$ cat config.mk
export PLATFORM = sky130hd
export DESIGN_NAME = regfile_read_stage
export DESIGN_NICKNAME = d
export VERILOG_FILES = /design/src/rtl/regfile_read_stage_pkg.sv /design/src/rtl/regfile_2r1w.sv /design/src/rtl/regfile_read_stage.sv
export SDC_FILE = /design/constraint.sdc
export NUM_CORES = 2
export LEC_CHECK = 0
export BUFFER_PORTS_ARGS = -buffer_cell sky130_fd_sc_hd__buf_2
export CAP_MARGIN = 20
export CELL_PAD_IN_SITES_DETAIL_PLACEMENT = 1
export CELL_PAD_IN_SITES_GLOBAL_PLACEMENT = 2
export CORE_MARGIN = 2
export CORE_UTILIZATION = 35
export CTS_BUF_LIST = sky130_fd_sc_hd__clkbuf_4
export DETAILED_ROUTE_END_ITERATION = 10
export PLACE_DENSITY_LB_ADDON = 0.08
export SLEW_MARGIN = 20
export SYNTH_ARGS = -nofsm -noshare
export SYNTH_HDL_FRONTEND = slang
export SYNTH_SLANG_ARGS = --single-unit
$ cat constraint.sdc
create_clock -name clk -period 6 [get_ports clk]
set_clock_uncertainty 0.15 [all_clocks]
set_input_delay 1.2 -clock clk [delete_from_list [all_inputs] [get_ports clk]]
set_output_delay 1.2 -clock clk [all_outputs]
set_load 0.02 [all_outputs]
$ cat src/rtl/regfile_read_stage_pkg.sv
// Shared constants and the ID/EX payload type for the register-read stage.
package regfile_read_stage_pkg;

    localparam int unsigned REG_ADDR_W = 5;
    localparam int unsigned REG_DATA_W = 32;
    localparam int unsigned INSTR_W    = 32;

    localparam logic [6:0] OPC_LOAD = 7'b0000011;

    localparam int unsigned RD_LSB  = 7;
    localparam int unsigned RS1_LSB = 15;
    localparam int unsigned RS2_LSB = 20;
    localparam int unsigned OPC_LSB = 0;
    localparam int unsigned OPC_W   = 7;

    typedef struct packed {
        logic                  valid;
        logic [INSTR_W-1:0]    instr;
        logic [REG_ADDR_W-1:0] rs1;
        logic [REG_ADDR_W-1:0] rs2;
        logic [REG_ADDR_W-1:0] rd;
        logic [REG_DATA_W-1:0] rs1_data;
        logic [REG_DATA_W-1:0] rs2_data;
        logic                  mem_read;
    } id_ex_t;

endpackage

$ cat src/rtl/regfile_2r1w.sv
// Integer register file: one negedge write port, two combinational read ports, x0 hardwired to 0.
module regfile_2r1w #(
    parameter int unsigned N      = 32,
    parameter int unsigned ADDR_W = 5
) (
    input  logic              clk,
    input  logic              rst_n,
    input  logic              we,
    input  logic [ADDR_W-1:0] waddr,
    input  logic [N-1:0]      wdata,
    input  logic [ADDR_W-1:0] raddr1,
    input  logic [ADDR_W-1:0] raddr2,
    output logic [N-1:0]      rdata1,
    output logic [N-1:0]      rdata2
);

    localparam int unsigned Depth = 2 ** ADDR_W;

    logic [N-1:0] mem [Depth];

    // Negedge write lets an instruction in ID see a same-cycle write-back without a bypass.
    always_ff @(negedge clk) begin
        if (!rst_n) begin
            for (int i = 0; i < Depth; i++) begin
                mem[i] <= '0;
            end
        end else if (we && (waddr != '0)) begin
            mem[waddr] <= wdata;
        end
    end

    always_comb begin
        rdata1 = (raddr1 == '0) ? '0 : mem[raddr1];
        rdata2 = (raddr2 == '0) ? '0 : mem[raddr2];
    end

endmodule

$ cat src/rtl/regfile_read_stage.sv
// Stage-2 register read: field decode, load-use hazard detection and the ID/EX pipeline register.
module regfile_read_stage
    import regfile_read_stage_pkg::*;
#(
    parameter int unsigned N      = 32,
    parameter int unsigned ADDR_W = 5
) (
    input  logic              clk,
    input  logic              rst_n,
    input  logic [31:0]       instr,
    input  logic              instr_valid,
    input  logic              stall,
    input  logic              flush,
    input  logic              wb_en,
    input  logic [ADDR_W-1:0] wb_addr,
    input  logic [N-1:0]      wb_data,
    output logic              hazard_stall,
    output logic              id_ex_valid,
    output logic [31:0]       id_ex_instr,
    output logic [ADDR_W-1:0] id_ex_rs1,
    output logic [ADDR_W-1:0] id_ex_rs2,
    output logic [ADDR_W-1:0] id_ex_rd,
    output logic [N-1:0]      id_ex_rs1_data,
    output logic [N-1:0]      id_ex_rs2_data,
    output logic              id_ex_mem_read
);

    logic [ADDR_W-1:0] rs1, rs2, rd;
    logic [OPC_W-1:0]  opcode;
    logic [N-1:0]      rs1_data, rs2_data;
    id_ex_t            id_ex_d, id_ex_q;

    assign rs1    = instr[RS1_LSB +: ADDR_W];
    assign rs2    = instr[RS2_LSB +: ADDR_W];
    assign rd     = instr[RD_LSB +: ADDR_W];
    assign opcode = instr[OPC_LSB +: OPC_W];

    regfile_2r1w #(
        .N      (N),
        .ADDR_W (ADDR_W)
    ) u_regfile (
        .clk    (clk),
        .rst_n  (rst_n),
        .we     (wb_en),
        .waddr  (wb_addr),
        .wdata  (wb_data),
        .raddr1 (rs1),
        .raddr2 (rs2),
        .rdata1 (rs1_data),
        .rdata2 (rs2_data)
    );

    always_comb begin
        hazard_stall = rst_n & instr_valid & id_ex_q.valid & id_ex_q.mem_read &
                       (id_ex_q.rd != '0) & ((id_ex_q.rd == rs1) | (id_ex_q.rd == rs2));
    end

    always_comb begin
        id_ex_d = id_ex_q;
        if (flush) begin
            id_ex_d = '0;
        end else if (stall) begin
            id_ex_d = id_ex_q;
        end else if (hazard_stall) begin
            id_ex_d = '0;
        end else begin
            id_ex_d.valid    = instr_valid;
            id_ex_d.instr    = instr;
            id_ex_d.rs1      = rs1;
            id_ex_d.rs2      = rs2;
            id_ex_d.rd       = rd;
            id_ex_d.rs1_data = rs1_data;
            id_ex_d.rs2_data = rs2_data;
            id_ex_d.mem_read = (opcode == OPC_LOAD) & instr_valid;
        end
    end

    always_ff @(posedge clk) begin
        if (!rst_n) begin
            id_ex_q <= '0;
        end else begin
            id_ex_q <= id_ex_d;
        end
    end

    assign id_ex_valid    = id_ex_q.valid;
    assign id_ex_instr    = id_ex_q.instr;
    assign id_ex_rs1      = id_ex_q.rs1;
    assign id_ex_rs2      = id_ex_q.rs2;
    assign id_ex_rd       = id_ex_q.rd;
    assign id_ex_rs1_data = id_ex_q.rs1_data;
    assign id_ex_rs2_data = id_ex_q.rs2_data;
    assign id_ex_mem_read = id_ex_q.mem_read;

endmodule

---- Word level (Yosys, flattened, before mapping) ----
Memories as Yosys holds them, arrays and structs flattened.
Cells that the tools add are included.
storage, ports and cells
  register bits ........................... 113
  latch bits .............................. 0
  RAM bits ................................ 1024
  memory bits (read-only) ................. 0
  input bits .............................. 75
  output and inout bits ................... 114
  word-level logic and storage cells ...... 37
  memories kept ........................... 1
memories
  name           depth  bits a word  rd ports  clocked after memory_dff  write ports  RTL line            RTL
  u_regfile.mem  32     32           2         0                         32           regfile_2r1w.sv:19  logic [N-1:0] mem [Depth];
cells by class
  add/sub/neg operators ................... 0
  $mul .................................... 0
  divide/modulo/power cells ............... 0
  order comparisons ....................... 0
  equality and inequality tests ........... 3
  shift operators ......................... 0
  muxes and demuxes ....................... 10
  bitwise operators ....................... 8
  reduce and logical (&&, ||, !) cells .... 7
operators by type and width
  operator                                       count
  two-way mux 113 bit                            1
  two-way mux 32 bit                             3
  OR reduction 32 bit                            1
  == test 5 bit                                  2
  zero test 5 bit                                2
  nonzero test 5 bit                             2
  == test 7 x 2 -> 1 bit, second input constant  1
  bitwise AND 1 bit                              6
  two-way mux 1 bit                              5
  two-way mux 5 bit                              1
  OR reduction 2 bit                             1
  logical AND 1 bit                              1
  inverter 1 bit                                 1
  OR 1 bit                                       1

---- Logic depth before layout (Yosys ltp) ----
  depth in word-level cells ............... 7
  depth in mapped cells ................... 10
  mapped depth without buffers ............ 6

---- Modules after synthesis ----
From an unflattened synthesis, not the netlist that was laid out.
unflattened totals
  cells, all modules ...................... 3985
  area total of the unflattened synthesis .. 58413.5 um2
modules (own cells, without submodules)
  module              instances  cells each  area an instance (um2)  seq. area each (um2)
  regfile_2r1w        1          3502        54210.7                 30749.5
  regfile_read_stage  1          483         4202.8                  1961.9

==> results.ini <==
[run_status]
status = completed

[final_layout]
final_area_um2 = 72100
synthToLayoutAreaGrowth_pct = 24.4
stdcell_count = 7955
final_util = 0.438
final_nets = 5620
fill_cells = 17417
layout-drive-gt1-share = 0.249

[sta]
hold_violations = 0
setup_slack_ns = 0.754
slew_headroom = 0.238
slew_violations = 0
whs_ns = 0.169
fin_tns_setup_ns = 0
setup_viol = 0
tightest_slew_ns = 1.14
rsz0062_at_grt = no

[placed_design]
dp_worst_setup_slack_ns = -0.449
port_buffers = 188
place_hpwl_mm = 155
gp_congestion = 0.821
place_area_um2 = 64100
placedCellCount = 6322

[synthesis]
ys_ff_latch = 1122
yosys.area_share.adder = 0
ys_seq_area_frac = 0.564
ys_types = 41
synthXorXnorAreaFrac = 0.00151
avgSynthCellArea_um2 = 14.2
synthSimpleGateAreaFrac = 0.155
synthArstFlopShare = 0
synth-compound-area-share = 0.0433
synthCells = 4091
synthMuxAreaShare = 0.198
synth_edf_count = 1024
ys.flop_type = edfxtp_1
yosysWarnings = 0
synth_top_family_by_area = multiplexers
synth_area_um2 = 57900

[pwr]
power.leakage_nw = 29.7
total_power_mw = 21.4
power.density_nw_per_um2 = 297
ir_worst_vdd_mv = 0.242

[clock_tree]
cts.sinks = 1122
cts_max_level = 5
cts_tree = yes
root_buffer = clkbuf_4
numCtsBuffers = 361
clk_latency_ns = 1.34
ctsHoldBuffers = 26
postCtsSetupBuffers = 0
cts.repair.resized = 0
cts_buffer_depth = 4
clk_pin_slew_ns = 0.07

[setup_path]
critPathLaunchType = input pin
reg2reg_slack_ns = 0.81
crit_required_ns = 3.91
critPathArrivalTime_ns = 3.16
cp.depth = 8
path_common_cell = buf_12
crit_family = simple AND/OR/NAND/NOR gates
crit_slowest_cell = nor2_4
path_cells = buf_2 -> nand2_1 -> nor2_2 -> buf_12 -> nand3b_2 -> buf_12 -> nor2_4 -> and2_1
path_max_fanout = 32
cp.buffers_inverters = 3
worstReg2RegEnd = id_ex_rs1_data[0]$_SDFFE_PP0N_
crit_path_max_incr_delay_ns = 0.87
rr_worst_depth = 5
cp-end-kind = register
r2r_start = u_regfile.mem[20][0]$_SDFFCE_NN0P_
critical_path_class = in2reg

[hold_path]
holdPathEnd = id_ex_instr[31]$_SDFFE_PP0N_
hold_path_class = in2reg
holdPathStages = 3
holdCritStartpoint = stall

[detailed_routing]
wl_mm = 244
via_count = 43668
dr.first_iter.drc_count = 3872
wl_per_cell_um = 30.7
postRouteAntennaNets = 0
drt-pass1-iter-count = 6
avgViaCountPerCell = 5.49
drc_errors = 0

[floorplanning]
die_height_um = 411
core.rowCount = 149
die_x_um = 411
ios = 189
initial_core_util = 0.352
dieArea_um2 = 169000
core_um2 = 165000

[grt]
grt_usage = 0.290
antenna_found_initial = 26
first_global_vias = 49110
grt_pass1_wl_mm = 344
grt_overflow = 0
grt_max_degree = 61

[job]
maxCapViolCount = 0

[how the worst max path moves through the flow]
stage	from	endpoint	slack (ns)
6_report	wb_en	u_regfile.mem[28][12]$_SDFFCE_NN0P_	0.75
5_1_grt	wb_addr[4]	u_regfile.mem[28][12]$_SDFFCE_NN0P_	0.76
4_1_cts	u_regfile.mem[19][1]$_SDFFCE_NN0P_	id_ex_rs2_data[1]$_SDFFE_PP0N_	0.83
3_5_place_dp	wb_addr[4]	u_regfile.mem[28][7]$_SDFFCE_NN0P_	-0.45
3_3_place_gp	wb_addr[4]	u_regfile.mem[20][3]$_SDFFCE_NN0P_	-0.48
2_1_floorplan	rst_n	u_regfile.mem[23][0]$_SDFFCE_NN0P_	0.01
[cell usage in the layout, fill, tap and decap left out, drive strengths merged, types with 10 or more instances in the layout]
cell	count
nand4	65
a21oi	98
clkbuf	396
nand2	169
mux4	442
o21ai	32
conb	32
dlygate4sd3	26
inv	1129
clkinvlp	40
nor3b	62
edfxtp	1024
nand3b	41
buf	458
a22oi	186
mux2i	150
and2	994
nand3	133
dfxtp	98
diode	10
nor2	45
o22ai	62
clkinv	31
[synthesized netlist by cell type (5+ instances only)]
cell      count  area, um2
buf_1         7       26.3
buf_2        92        460
xnor2_1       6       52.6
nor3b_1      62        465
nand2_1     169        634
a21oi_1      98        490
dfxtp_1      98       1960
buf_4        61        458
and2_1      994       6220
a22oi_1     186       1400
mux2i_1     150       1500
mux4_2      442       9950
buf_6        16        180
o22ai_1      62        388
nand4_1      65        407
inv_1         5       18.8
o21ai_0      31        155
edfxtp_1   1024      30700
nand3b_1     39        293
nor2_1       42        158
clkbuf_1    266        998
nand3_1     133        666
[tightest hold or removal path: cells and delay by family]
family	cells	cell delay [ns]
buffers and inverters	1	0.24
and+or+nand+nor	1	0.12
AOI/OAI and AO/OA	1	0.05
[state kept, by name, summed over array words and instances, names as in the netlist]
name and flops:
u_regfile.mem 1024, id_ex_instr 32, id_ex_rs2_data 32, id_ex_mem_read 1, id_ex_valid 1, id_ex_rs1_data 32
[routing by layer]
layer  vias up  share of wire  track usage
met5         -        0.00016            0
met4         6          0.032        0.134
met3       397          0.062       0.0623
met1     22941           0.41        0.365
met2      1698           0.49        0.476
li1      18626              -            -
[cell families after synthesis]
family,after synthesis
AND/OR/NAND/NOR,1526
AO/OA/AOI/OAI,388
other,1
buffers and inverters,452
flip-flops,1122
multiplexers,592
XOR/XNOR,10
[cell type report]
type                       instances  area (um2)  area share
sequential                      1122       32700       0.454
multi-input combinational       2548       23800       0.331
timing repair buffer             484        5070      0.0703
clock inverter                  1202        4730      0.0656
clock buffer                     396        2970      0.0412
tap                             2189        2740      0.0380
antenna                           10        25.0    0.000347
inverter                           4        15.0    0.000208
[power breakdown]
group          leakage (nW)  internal (mW)  switching (mW)  total [mW]
Combinational          11.2          0.931            1.40        2.33
Sequential             10.5           9.00           0.238        9.24
Clock                  7.97           4.32            5.52        9.85
No activity file was read; power rests on OpenSTA's default activity.
